`config.mk`:
```
export PLATFORM = sky130hd
export DESIGN_NAME = fetch_predictor
export DESIGN_NICKNAME = d
export VERILOG_FILES = /design/src/rtl/fetch_predictor.sv
export SDC_FILE = /design/constraint.sdc
export NUM_CORES = 2
export LEC_CHECK = 0
export CAP_MARGIN = 10
export CORE_UTILIZATION = 59
export CTS_CLUSTER_SIZE = 24
export DETAILED_ROUTE_END_ITERATION = 10
export HOLD_SLACK_MARGIN = 0.08
export PLACE_DENSITY = 0.78
export SLEW_MARGIN = 20
export SYNTH_ARGS = -nofsm -noshare
export SYNTH_HDL_FRONTEND = slang
export SYNTH_SLANG_ARGS = --single-unit
export TNS_END_PERCENT = 10
```
`constraint.sdc`:
```
create_clock -name clk -period 11.8 [get_ports clk]
set_input_delay 2.36 -clock clk [delete_from_list [all_inputs] [get_ports clk]]
set_output_delay 2.36 -clock clk [all_outputs]
set_load 0.05 [all_outputs]
```
`src/rtl/fetch_predictor.sv`:
```
// Fetch-stage PC generator with a direct-mapped BTB and 2-bit counters.
// Holds the fetch PC, predicts the next PC, and takes redirects/resolve updates.
module fetch_predictor #(
  parameter logic [31:0] RESET_PC     = 32'h0000_0000,
  parameter int          BTB_IDX_BITS = 4
) (
  input  logic        clk,
  input  logic        reset,
  input  logic        stall_f,
  input  logic        redirect_valid,
  input  logic [31:0] redirect_pc,
  input  logic        resolve_valid,
  input  logic [31:0] resolve_pc,
  input  logic        resolve_taken,
  input  logic [31:0] resolve_target,
  output logic [31:0] pc_f,
  output logic [31:0] pc_plus4_f,
  output logic        pred_taken_f,
  output logic [31:0] pred_target_f,
  output logic        flush_d
);

  localparam int ENTRIES = 1 << BTB_IDX_BITS;
  localparam int TAG_W   = 32 - BTB_IDX_BITS - 2;

  logic [31:0]             r_pc_p0;
  logic                    r_valid  [ENTRIES];
  logic [TAG_W-1:0]        r_tag    [ENTRIES];
  logic [31:0]             r_target [ENTRIES];
  logic [1:0]              r_ctr    [ENTRIES];

  logic [BTB_IDX_BITS-1:0] w_idx;
  logic [TAG_W-1:0]        w_tag;
  logic                    w_hit;
  logic [31:0]             w_pc_plus4;
  logic                    w_pred_taken;
  logic [31:0]             w_pred_target;

  logic [BTB_IDX_BITS-1:0] w_upd_idx;
  logic [TAG_W-1:0]        w_upd_tag;
  logic                    w_upd_hit;

  function automatic logic [1:0] ctr_inc(input logic [1:0] c);
    return (c == 2'b11) ? 2'b11 : c + 2'b01;
  endfunction

  function automatic logic [1:0] ctr_dec(input logic [1:0] c);
    return (c == 2'b00) ? 2'b00 : c - 2'b01;
  endfunction

  // Stage p0: combinational lookup on the current fetch PC (no update bypass)
  always_comb begin
    w_idx         = r_pc_p0[BTB_IDX_BITS+1:2];
    w_tag         = r_pc_p0[31:BTB_IDX_BITS+2];
    w_pc_plus4    = r_pc_p0 + 32'd4;
    w_hit         = r_valid[w_idx] && (r_tag[w_idx] == w_tag);
    w_pred_taken  = w_hit && r_ctr[w_idx][1];
    w_pred_target = w_pred_taken ? r_target[w_idx] : w_pc_plus4;
  end

  always_comb begin
    w_upd_idx = resolve_pc[BTB_IDX_BITS+1:2];
    w_upd_tag = resolve_pc[31:BTB_IDX_BITS+2];
    w_upd_hit = r_valid[w_upd_idx] && (r_tag[w_upd_idx] == w_upd_tag);
  end

  // Stage p0 -> next fetch: PC register and BTB write port
  always_ff @(posedge clk) begin
    if (reset) begin
      r_pc_p0 <= RESET_PC;
      for (int i = 0; i < ENTRIES; i++) begin
        r_valid[i]  <= 1'b0;
        r_tag[i]    <= '0;
        r_target[i] <= '0;
        r_ctr[i]    <= 2'b01;
      end
    end else begin
      if (redirect_valid)
        r_pc_p0 <= redirect_pc;
      else if (!stall_f)
        r_pc_p0 <= w_pred_target;

      if (resolve_valid) begin
        if (w_upd_hit) begin
          if (resolve_taken) begin
            r_ctr[w_upd_idx]    <= ctr_inc(r_ctr[w_upd_idx]);
            r_target[w_upd_idx] <= resolve_target;
          end else begin
            r_ctr[w_upd_idx]    <= ctr_dec(r_ctr[w_upd_idx]);
          end
        end else if (resolve_taken) begin
          r_valid[w_upd_idx]  <= 1'b1;
          r_tag[w_upd_idx]    <= w_upd_tag;
          r_target[w_upd_idx] <= resolve_target;
          r_ctr[w_upd_idx]    <= 2'b10;
        end
      end
    end
  end

  assign pc_f          = r_pc_p0;
  assign pc_plus4_f    = w_pc_plus4;
  assign pred_taken_f  = w_pred_taken;
  assign pred_target_f = w_pred_target;
  assign flush_d       = redirect_valid;

endmodule

```
# [Word-level counts from Yosys, hierarchy flattened]
# Memory sizes are Yosys's and may differ from the RTL's. A register that Yosys moved wholly into a read port is not among the register bits.
# Cells that the tools add are included.
[word_totals] mem_count=4 output_inout_bits=98 regBits=32 ramBits=976 input_bits=102 word_cells=67
[mem_list] name="r_target" words=16 word_bits=32 read_ports=1 rd_clocked_by_memory_dff=1 wr=16 line_no="29" source="logic [31:0] r_target [ENTRIES];"
[mem_list] name="r_tag" words=16 word_bits=26 read_ports=2 rd_clocked_by_memory_dff=1 wr=16 line_no="28" source="logic [TAG_W-1:0] r_tag [ENTRIES];"
[mem_list] name="r_ctr" words=16 word_bits=2 read_ports=2 rd_clocked_by_memory_dff=1 wr=16 line_no="30" source="logic [1:0] r_ctr [ENTRIES];"
[mem_list] name="r_valid" words=16 word_bits=1 read_ports=2 rd_clocked_by_memory_dff=1 wr=16 line_no="27" source="logic r_valid [ENTRIES];"
[op_classes] n_reduce_logical=8 mux=44 n_eq_ne=4 bitwise_logic=3 n_addsub=3
[ops] op="$mux 32" count=5
[ops] op="$eq 26x26->1" count=2
[ops] op="$mux 4" count=12
[ops] op="$add 32x3->32 const B" count=1
[ops] op="$reduce_or 32->1" count=1
[ops] op="$mux 26" count=1
[ops] op="$reduce_or 26->1" count=1
[ops] op="$mux 1" count=21
[ops] op="$mux 2" count=5
[ops] op="$logic_and 1x1->1" count=3
[ops] op="$or 1x1->1" count=3
[ops] op="$add 2x1->2 const B" count=1
[ops] op="$eq 2x2->1 const B" count=1
[ops] op="$logic_not 2->1" count=1
[ops] op="$ne 2x1->1 const B" count=1
[ops] op="$reduce_or 2->1" count=1
[ops] op="$sub 2x1->2 const B" count=1
[ops] op="$reduce_or 1->1" count=1

# [Logic depth before layout (Yosys ltp)]
# An unclocked memory read counts as a cell.
[depth] depth_word=11 ltp_mapped=16 mapped_depth_nobuf=9

# [Worst setup path after synthesis]
# OpenSTA, ideal clock, no wires.
[synth_path] path_type="input port to flip-flop" start="input port resolve_pc[2]" end="memory r_target[12][0], enable pin" arrival_ps=6229 setup_time_ps=466 path_buffers=7 path_slack_ps=5106 cell_stages=9 required_ps=11334 path_cell_list="buf_2 buf_4 buf_6 buf_4 buf_2 or2_2 clkbuf_1 clkbuf_1 o21ai_0"
[synth_lines] element="start, declared" line_no="13" source="input logic [31:0] resolve_pc,"
[synth_lines] element="end, declared" line_no="29"

==> results_dict.tcl <==
set metrics [dict create \
    status "complete, no violations" \
    start_kind "register" \
    netlist_top_cells_count "960 x edfxtp_1, 943 x and2_1, 401 x mux4_2" \
    drive_above_1_share_pct 21.8 \
    synth.distinct_cells 77 \
    viasPerCell 6.94 \
    fin_crit_sh_pct 76.9 \
    yosysWarnings 0 \
    row_count 107 \
    pin_count 200 \
    fin_crit_ns 9.07 \
    peakVddDrop_mv 0.171 \
    netlist_instances 3325 \
    drt-initial-drc-count 4979 \
    yosys.area.top_type "edfxtp_1" \
    power_switching_mw 2.15 \
    pwr-share-comb_pct 12.2 \
    synth_nets 3428 \
    grt-ovfl-total 0 \
    root_buffer "clkbuf_16" \
    portBuffers 197 \
    syn_to_final_growth_pct 12.8 \
    grt_usage_pct 35.5 \
    tightest_slew_ns 1.24 \
    place_ws_ns 3.48 \
    die_w_microns 296 \
    postCtsHoldBufs 0 \
    cts_tree "done" \
    p_int_mw 6.47 \
    synthFlopType "edfxtp_1" \
    htreeDepth 3 \
    clkTransAtPathRegs_ns 0.06 \
    ys_seq_area_share_pct 58.6 \
    async_flop_share_pct 0 \
    via_count 32300 \
    slew_violations 0 \
    hold_violations 0 \
    finalSetupViolCount 0 \
    p_seq_share_pct 49.1 \
    avgSynthCellArea_sq_um 15.3 \
    fp.coreArea_sq_um 85400 \
    fmax_mhz 110 \
    tns_ns 0 \
    wl_per_cell_microns 33.1 \
    clockBufferDepth 3 \
    clock-sinks 1012 \
    firstDrtPassIters 5 \
    drc_errors 0 \
    grt_max_degree 88 \
    arrival_ns 6.71 \
    cts_resized 0 \
    p_leak_nw 19.5 \
    syn_area_sq_um 51000 \
    gp_congestion 0.894 \
    rsz0062_at_grt "false" \
    setup_slack_ns 2.73 \
    yosysTopAreaCellShare_pct 56.5 \
    grt_pass1_wl_microns 220000 \
    p_per_area_nw_per_um2 150 \
    drv_cap 0 \
    crit_type "reg2out" \
    clkLatencyLatePin_ns 0.69 \
    clkPwrFrac_pct 38.7 \
    antenna_found_initial 17 \
    synth-edff-count 960 \
    path_max_fanout 35 \
    synth_area_leaders "edfxtp_1 57%, mux4_2 18%, and2_1 12%, dfxtp_1 2.0%, clkbuf_1 1.6%" \
    fp.dieArea_sq_um 87600 \
    fp.dieH_microns 296 \
    start_util_pct 59.7 \
    grt_pass1_vias 32500 \
    hpwl_microns 86400 \
    ant_nets 0 \
    relSlewSlack_pct 17.5 \
    critPathRequiredTime_ns 9.44 \
    hold_path_class "reg2reg" \
    cts_buffers 103 \
    synth-seq-cells 1012 \
    postCtsSetupBuffers 0 \
    wirelength_microns 154000 \
    final_util_pct 67.3 \
    worst_setup_path_end_kind "output port" \
    final_nets 3511 \
    clock_skew_ns 0.0303 \
    yosysMostFrequentCell "edfxtp_1" \
    sw_frac_of_total_pct 25.0 \
]
==> cell families after synthesis <==
logic type	after synthesis	share of synthesized area [%]
XOR/XNOR	72	1.24
AND/OR/NAND/NOR	1242	14.9
multiplexers	485	19.5
adder cells (fa/ha/maj)	1	0.0245
AO/OA/AOI/OAI	195	2.90
flip-flops	1012	58.6
buffers and inverters	318	2.86
==> cells in the final DEF, fill, tap and decap left out, drive strengths merged, types with 9 or more instances in the layout <==
cell type and n:
and2 943, or2 20, nor2b 13, o21ai 30
edfxtp 960, nor4 12, bufinv 12, a21oi 10
dfxtp 52, a31oi 31, nand4 26, a21o 20
nand3 26, a221o 9, buf 89, clkinv 51
nor3b 9, clkbuf 129, clkdlybuf4s50 194, nor3 29
mux2 39, a21bo 26, xor2 14, and3 36
inv 10, mux4 402, nand2b 9, nand2 48
mux2i 44, xnor2 58, o22ai 10, nor2 49
==> metal layers <==
layer	track usage [%]	routed length (microns)	vias to the layer above
met5	0	80	-
met3	8.69	20100	546
met1	45.7	52200	16300
met4	17.4	8260	12
li1	-	-	12800
met2	56.9	73300	2565
==> power by group through the flow <==
stage / combinational [mW] / clock [mW] / sequential [mW]
finish: 1.06 / 3.33 / 4.24
global route: 1.09 / 3.46 / 4.25
CTS: 1.04 / 3.34 / 4.23
detailed placement: 1.03 / 0 / 4.30
global placement: 1.01 / 0 / 4.28
floorplan: 0.684 / 0 / 4.27
==> state kept, by name, summed over array words and instances (netlist names), named ones only <==
name	flops
r_target	512
r_tag	416
pc_f	32
r_ctr	32
r_valid	16
==> layout make-up <==
type	instances	area [sq um]
clock inverter	64	747
inverter	12	47.5
clock buffer	128	2710
timing repair buffer	284	2690
fill	5719	27900
tap	1144	1430
sequential	1012	29900
multi-input combinational	1995	20000
antenna	8	20.0
==> metrics by stage <==
step / instance area, sq um / power [mW] / instances / hold WS, ns
after global placement: 54000 / 5.29 / 4444 / 0.454
after floorplan: 51000 / 4.95 / 3325 / 0.435
after global routing: 57500 / 8.80 / 4645 / 0.500
after detailed placement: 54000 / 5.33 / 4444 / 0.455
after CTS: 57400 / 8.61 / 4636 / 0.470
final: 57500 / 8.63 / 4647 / 0.473
==> critical path: stages, from the launching register on <==
cell             delay, ns
dfxtp_4               0.82
buf_4                 0.64
mux4_1                0.65
nand2_1               0.10
a21oi_1               0.10
or4_1                 0.54
a2111o_1              0.53
nor3_1                0.28
and4_2                1.00
mux2_1                0.39
clkdlybuf4s50_1       0.86
==> path summary, 6_finish.rpt <==
check / start / end / slack [ns] / cells past startpoint
worst max-delay path: register / pred_target_f[29] / 2.73 / 10
worst min register to register: r_valid[7]$_DFF_P_ / r_valid[7]$_DFF_P_ / 0.47 / 1
worst max register to register: register / register / 5.94 / 10
worst min-delay path: r_valid[7]$_DFF_P_ / r_valid[7]$_DFF_P_ / 0.47 / 1
Power figures use the tool's default switching activity.
